**src/rtl/ej32_lsu_if.sv**
```systemverilog
// ej32_lsu_if: core-side handshake and byte-wide memory bus of the eJ32 load/store sequencer
interface ej32_lsu_if #(parameter int ASZ = 17, parameter int DSZ = 32);
  logic           req;
  logic           we;
  logic [1:0]     sz;
  logic [ASZ-1:0] addr;
  logic [DSZ-1:0] wdata;
  logic           busy;
  logic           done;
  logic [DSZ-1:0] rdata;
  logic [ASZ-1:0] m_addr;
  logic           m_we;
  logic [7:0]     m_wdat;
  logic [7:0]     m_rdat;
  modport slave (input req, we, sz, addr, wdata, m_rdat, output busy, done, rdata, m_addr, m_we, m_wdat);
  modport master(output req, we, sz, addr, wdata, m_rdat, input busy, done, rdata, m_addr, m_we, m_wdat);
endinterface

```
**src/rtl/ej32_lsu.sv**
```systemverilog
// ej32_lsu: big-endian byte-serial load/store sequencer with req/busy/done handshake
module ej32_lsu #(parameter int ASZ = 17, parameter int DSZ = 32) (
    input logic      clk,
    input logic      rst,
    ej32_lsu_if.slave bus
);
    typedef enum logic [1:0] {IDLE, XFER, FILL, DONE} state_t;
    state_t         state, state_n;
    logic [1:0]     i, nm1;
    logic           we_l;
    logic [23:0]    wsh, acc;
    logic [31:0]    al, merged, sext;
    logic [DSZ-1:0] rdata;
    logic [ASZ-1:0] m_addr;
    logic           m_we;
    logic [7:0]     m_wdat;
    logic           last;

    assign last = i == nm1;
    // store value pre-shifted so the first byte of the transfer sits in the top byte
    assign al = bus.sz == 2'd0 ? bus.wdata << 24 : bus.sz == 2'd1 ? bus.wdata << 16 : bus.wdata;
    assign merged = {acc, bus.m_rdat};
    assign sext = nm1 == 2'd0 ? {{24{merged[7]}}, merged[7:0]} :
                  nm1 == 2'd1 ? {{16{merged[15]}}, merged[15:0]} : merged;

    always_comb begin
        state_n = state;
        unique case (state)
            IDLE:    state_n = bus.req ? XFER : IDLE;
            XFER:    state_n = last ? (we_l ? DONE : FILL) : XFER;
            FILL:    state_n = DONE;
            default: state_n = IDLE;
        endcase
    end

    always_ff @(posedge clk or posedge rst) begin
        if (rst) begin
            state  <= IDLE;
            i      <= '0;
            nm1    <= '0;
            we_l   <= 1'b0;
            wsh    <= '0;
            acc    <= '0;
            rdata  <= '0;
            m_addr <= '0;
            m_we   <= 1'b0;
            m_wdat <= '0;
        end else begin
            state <= state_n;
            if (state == IDLE && bus.req) begin
                we_l   <= bus.we;
                nm1    <= bus.sz == 2'd0 ? 2'd0 : bus.sz == 2'd1 ? 2'd1 : 2'd3;
                i      <= '0;
                m_addr <= bus.addr;
                m_we   <= bus.we;
                m_wdat <= al[31:24];
                wsh    <= al[23:0];
            end else if (state == XFER) begin
                if (last) m_we <= 1'b0;
                else begin
                    i      <= i + 2'd1;
                    m_addr <= m_addr + ASZ'(1);
                    m_wdat <= wsh[23:16];
                    wsh    <= {wsh[15:0], 8'h00};
                end
                // read data trails its address by one cycle
                if (!we_l && i != 2'd0) acc <= merged[23:0];
            end else if (state == FILL) begin
                rdata <= sext;
            end
        end
    end

    assign bus.busy   = state == XFER || state == FILL;
    assign bus.done   = state == DONE;
    assign bus.rdata  = rdata;
    assign bus.m_addr = m_addr;
    assign bus.m_we   = m_we;
    assign bus.m_wdat = m_wdat;
endmodule

```
**src/flat_wrapper.sv**
```systemverilog
// flat-port wrapper written by rule: the top's interface ports become plain ports
module ej32_lsu_flat 
#(parameter int ASZ = 17, parameter int DSZ = 32)
  (clk, rst, bus_req, bus_we, bus_sz, bus_addr, bus_wdata, bus_m_rdat, bus_busy, bus_done, bus_rdata, bus_m_addr, bus_m_we, bus_m_wdat);
  ej32_lsu_if #(.ASZ(ASZ), .DSZ(DSZ)) bus_i ();
  input logic clk;
  input logic rst;
  input wire logic [$bits(bus_i.req)-1:0] bus_req;
  input wire logic [$bits(bus_i.we)-1:0] bus_we;
  input wire logic [$bits(bus_i.sz)-1:0] bus_sz;
  input wire logic [$bits(bus_i.addr)-1:0] bus_addr;
  input wire logic [$bits(bus_i.wdata)-1:0] bus_wdata;
  input wire logic [$bits(bus_i.m_rdat)-1:0] bus_m_rdat;
  output wire logic [$bits(bus_i.busy)-1:0] bus_busy;
  output wire logic [$bits(bus_i.done)-1:0] bus_done;
  output wire logic [$bits(bus_i.rdata)-1:0] bus_rdata;
  output wire logic [$bits(bus_i.m_addr)-1:0] bus_m_addr;
  output wire logic [$bits(bus_i.m_we)-1:0] bus_m_we;
  output wire logic [$bits(bus_i.m_wdat)-1:0] bus_m_wdat;
  assign bus_i.req = bus_req;
  assign bus_i.we = bus_we;
  assign bus_i.sz = bus_sz;
  assign bus_i.addr = bus_addr;
  assign bus_i.wdata = bus_wdata;
  assign bus_i.m_rdat = bus_m_rdat;
  assign bus_busy = bus_i.busy;
  assign bus_done = bus_i.done;
  assign bus_rdata = bus_i.rdata;
  assign bus_m_addr = bus_i.m_addr;
  assign bus_m_we = bus_i.m_we;
  assign bus_m_wdat = bus_i.m_wdat;
  ej32_lsu #(.ASZ(ASZ), .DSZ(DSZ)) u_core (.clk(clk), .rst(rst), .bus(bus_i));
endmodule
```
**config.mk**
```make
export PLATFORM = sky130hd
export DESIGN_NAME = ej32_lsu_flat
export DESIGN_NICKNAME = d
export VERILOG_FILES = /design/src/rtl/ej32_lsu_if.sv /design/src/rtl/ej32_lsu.sv /design/src/flat_wrapper.sv
export SDC_FILE = /design/constraint.sdc
export NUM_CORES = 1
export LEC_CHECK = 0
export CORE_ASPECT_RATIO = 0.75
export CORE_UTILIZATION = 55
export CTS_CLUSTER_SIZE = 8
export DETAILED_ROUTE_END_ITERATION = 8
export DONT_BUFFER_PORTS = 1
export PLACE_DENSITY = 0.75
export SLEW_MARGIN = 25
export SYNTH_ARGS = -nofsm -noshare
export SYNTH_HDL_FRONTEND = slang
export SYNTH_SLANG_ARGS = --single-unit
```
**constraint.sdc**
```tcl
create_clock -name clk -period 11.41 [get_ports clk]
set_clock_uncertainty 0.2 [all_clocks]
set_input_delay 3.423 -clock clk [delete_from_list [all_inputs] [get_ports clk]]
set_output_delay 3.423 -clock clk [all_outputs]
set_load 0.02 [all_outputs]
```
==> key figures <==
Status
  • Status: finished, final reports clean

Worst setup path
  • Worst EP arrival: 5.30 ns
  • Slowest stage cell, crit path: nand3_2
  • WS Path Type: input pin to flop
  • Worst path cell trace: nand2_2 -> buf_4 -> nand3_2 -> mux2_2
  • CP startpoint kind: input pin
  • CP required: around 11 ns
  • Max incr delay on CP: ~0.72 ns
  • Crit-path max FO: slightly below 90
  • Crit end category: flop

Detailed routing
  • DRC: 0
  • Post-route ant nets: 0
  • Via count: ~3600
  • First DRT Iteration DRCs: around 260
  • Wire per inst: around 18 µm
  • Drt via density: 5.92
  • TritonRoute pass-1 iters: 4
  • Post-Route WL: ~11000 µm

Synthesis
  • Synthesized cell area: 5210 µm²
  • Synth cell types: 35
  • Synthesized area per cell: approximately 11 µm²
  • Synth Flop Type: dfrtp_1
  • Warnings from Yosys: 0
  • Post-synthesis sequential area ratio: 54.3%
  • Post-Syn Nets: 558
  • Synth async-reset ratio: 100%
  • Synthesized flop and latch total: around 110
  • Post-synth EDFFs: 0
  • Gate Count Post-Synth: between 400 and 500

CTS
  • CTS H-tree depth: 4
  • Setup Fix Bufs, Post-CTS: 0
  • Hold-fix buffers at CTS: 0
  • CTS Buf Count: 17
  • Clk buf depth: 2
  • Clk root buf: clkbuf_16
  • Clk_lat worst skew: roughly 0.40 ns
  • Sink Count: approximately 110
  • Resized cells post-CTS: 0
  • TritonCTS clock tree: built
  • Clock transition at the registers of the reported paths: ~0.050 ns

Cells and area
  • Commonest non-fill, non-tap cell in the layout: dfrtp_1
  • Area Growth Syn to Fin: 11.4%
  • Nets: ~550
  • Final Non-Filler Cells: 616
  • Antenna cells: 0
  • Proportion of layout cells with a drive suffix above 1: around 15%
  • Most frequent cells in the layout: 113 x dfrtp_1, 49 x a21oi_1, 46 x nor2_1

STA
  • # setup viols final: 0
  • Final Max Tran Viols: 0
  • Final min period: 5.22 ns
  • Slew HR: about two fifths
  • Highest Clock Rate: about 190 MHz
  • Slew @ Worst Pin: between 0.9 and 1 ns
  • Hold slack final: approximately 0.30 ns
  • Final Hold Viols: 0
  • RSZ-0062 raised after global routing: false
  • Period utilization: around 46%
  • Total negative slack: 0 ns

Pwr
  • Net Sw Frac: between 30% and 40%
  • Psw: around 0.78 mW
  • Pwr dens: approximately 340 nW/µm²
  • Clock share of power: approximately a quarter
  • Combinational share of power: between 20% and 30%
  • Sequential fraction of design power: a little under half
  • Internal cell power: 1.17 mW
  • Worst VDD drop: about 0.00029 V
  • Static leakage: between 2 and 3 nW

Global route
  • GR Util All Layers: between 20% and 30%
  • Total gr overflow: 0
  • Global-route wire length before repair: between 15000 and 20000 µm
  • Largest net degree at the start of global routing: 90
  • Vias in the first global route: between 3000 and 4000
  • Initial antenna violation count: 0

Run
  • MaxCap Viol Count: 0

Floorplanning
  • I/O pin total: between 100 and 150
  • Die area: 9870 µm²
  • Initial core utilization: a little under three fifths
  • Area of the core: a little over 9000 µm²
  • Row count: 30
  • Die Wd: between 100 and 150 µm
  • Die Ht: 86.3 µm

Place
  • GP Congestion: approximately 0.75
  • Placed instance count: around 590
  • IO Port Bufs: 0
  • HPWL Detailed: roughly 7100 µm

Worst hold path
  • Hold WC Path Type: flop to flop
-- worst max-delay path, delay by kind of cell --
| kind | cells | cell delay (ns) |
|---|---|---|
| simple gates | 2 | 0.75 |
| mux | 1 | 0.50 |
| buf+inv | 1 | 0.62 |
-- power groups by stage --
stage          Clock [mW]  Combinational, mW  Sequential [mW]
3_5_place_dp            0              0.551            0.916
6_report            0.490              0.549            0.910
3_3_place_gp            0              0.523            0.905
2_1_floorplan           0              0.507            0.844
5_1_grt             0.518              0.621            0.939
4_1_cts             0.497              0.554            0.911
-- metrics by stage --
step                      cell area [µm²]  util, %  power, mW  setup WS (ns)
after floorplan                      5210        -       1.35           4.80
after global placement               5240     57.4       1.43           5.45
after detailed placement             5240     57.4       1.47           5.34
after CTS                            5800     63.6       1.96           5.77
after global routing                 5810     63.6       2.08           6.04
final                                5810     63.6       1.95           6.19
-- synthesized netlist by cell type (2+ instances only) --
| master | count | area [µm²] |
|---|---|---|
| buf_4 | 5 | 37.5 |
| mux2_2 | 32 | 360 |
| a221oi_1 | 8 | 70.1 |
| o31ai_1 | 3 | 22.5 |
| inv_1 | 7 | 26.3 |
| or3_1 | 5 | 31.3 |
| o21ai_1 | 2 | 10.0 |
| dfrtp_1 | 113 | 2830 |
| and4_1 | 4 | 35.0 |
| a211oi_1 | 8 | 60.1 |
| mux2i_1 | 36 | 360 |
| o21ai_0 | 32 | 160 |
| xnor2_1 | 2 | 17.5 |
| ha_1 | 6 | 75.1 |
| clkbuf_1 | 22 | 82.6 |
| o211ai_1 | 3 | 22.5 |
| o2111ai_1 | 3 | 26.3 |
| nand3_1 | 12 | 60.1 |
| nand4_1 | 2 | 12.5 |
| or4_1 | 4 | 30.0 |
| a31oi_1 | 18 | 113 |
| nor2_1 | 46 | 173 |
| xor2_1 | 7 | 61.3 |
| a21oi_1 | 49 | 245 |
| nand2_1 | 44 | 165 |
| buf_6 | 3 | 33.8 |
| buf_2 | 5 | 25.0 |
-- area by class of cell --
type	count	area (µm²)
Inverter	7	28.8
Clock buffer	21	470
Clock inverter	10	86.3
Sequential cell	113	2830
Multi-Input combinational cell	333	2200
Timing Repair Buffer	4	33.8
Fill cell	716	3320
Tap cell	128	160
-- sequential cells by signal, indices dropped and copies added, names as in the netlist --
signal,count
u_core.wsh,24
u_core.we_l,1
u_core.state,2
u_core.bus.m_wdat,8
u_core.bus.rdata,32
u_core.i,2
u_core.bus.m_addr,17
u_core.nm1,2
u_core.bus.m_we,1
u_core.acc,24
-- metal layers --
| metal | vias up | track usage, % | routed length [µm] |
|---|---|---|---|
| met5 | - | 0 | 0 |
| met4 | 0 | 6.97 | 69 |
| met3 | 6 | 10.0 | 834 |
| met2 | 119 | 34.5 | 4920 |
| met1 | 1789 | 33.0 | 5100 |
| li1 | 1735 | - | - |
-- path summary, 6_finish.rpt --
path                                                start                                to  slack (ns)  depth (start not counted)
min in group asynchronous                             rst  u_core.bus.m_wdat[3]$_DFFE_PP0P_        2.70                          1
max in group asynchronous                             rst  u_core.bus.rdata[27]$_DFFE_PP0P_        7.27                          2
worst min-delay path            u_core.wsh[2]$_DFFE_PP0P_         u_core.wsh[2]$_DFFE_PP0P_        0.30                          2
worst min register to register  u_core.wsh[2]$_DFFE_PP0P_         u_core.wsh[2]$_DFFE_PP0P_        0.30                          2
worst max-delay path                              bus_req         u_core.acc[8]$_DFFE_PP0P_        6.19                          4
worst max register to register  u_core.state[0]$_DFF_PP0_         u_core.acc[8]$_DFFE_PP0P_        8.45                          6
-- cell families (layout without fill, tap and decap cells) --
logic type | Yosys count | after routing | share of synthesized area [%]
compound gates | 128 | 128 | 14.4
simple gates | 121 | 121 | 10.3
flops | 113 | 113 | 54.3
mux | 68 | 68 | 13.8
buf+inv | 43 | 42 | 4.01
xor+xnor | 10 | 10 | 1.82
fa+ha+maj | 6 | 6 | 1.44
No activity file was read; power rests on OpenSTA's default activity.
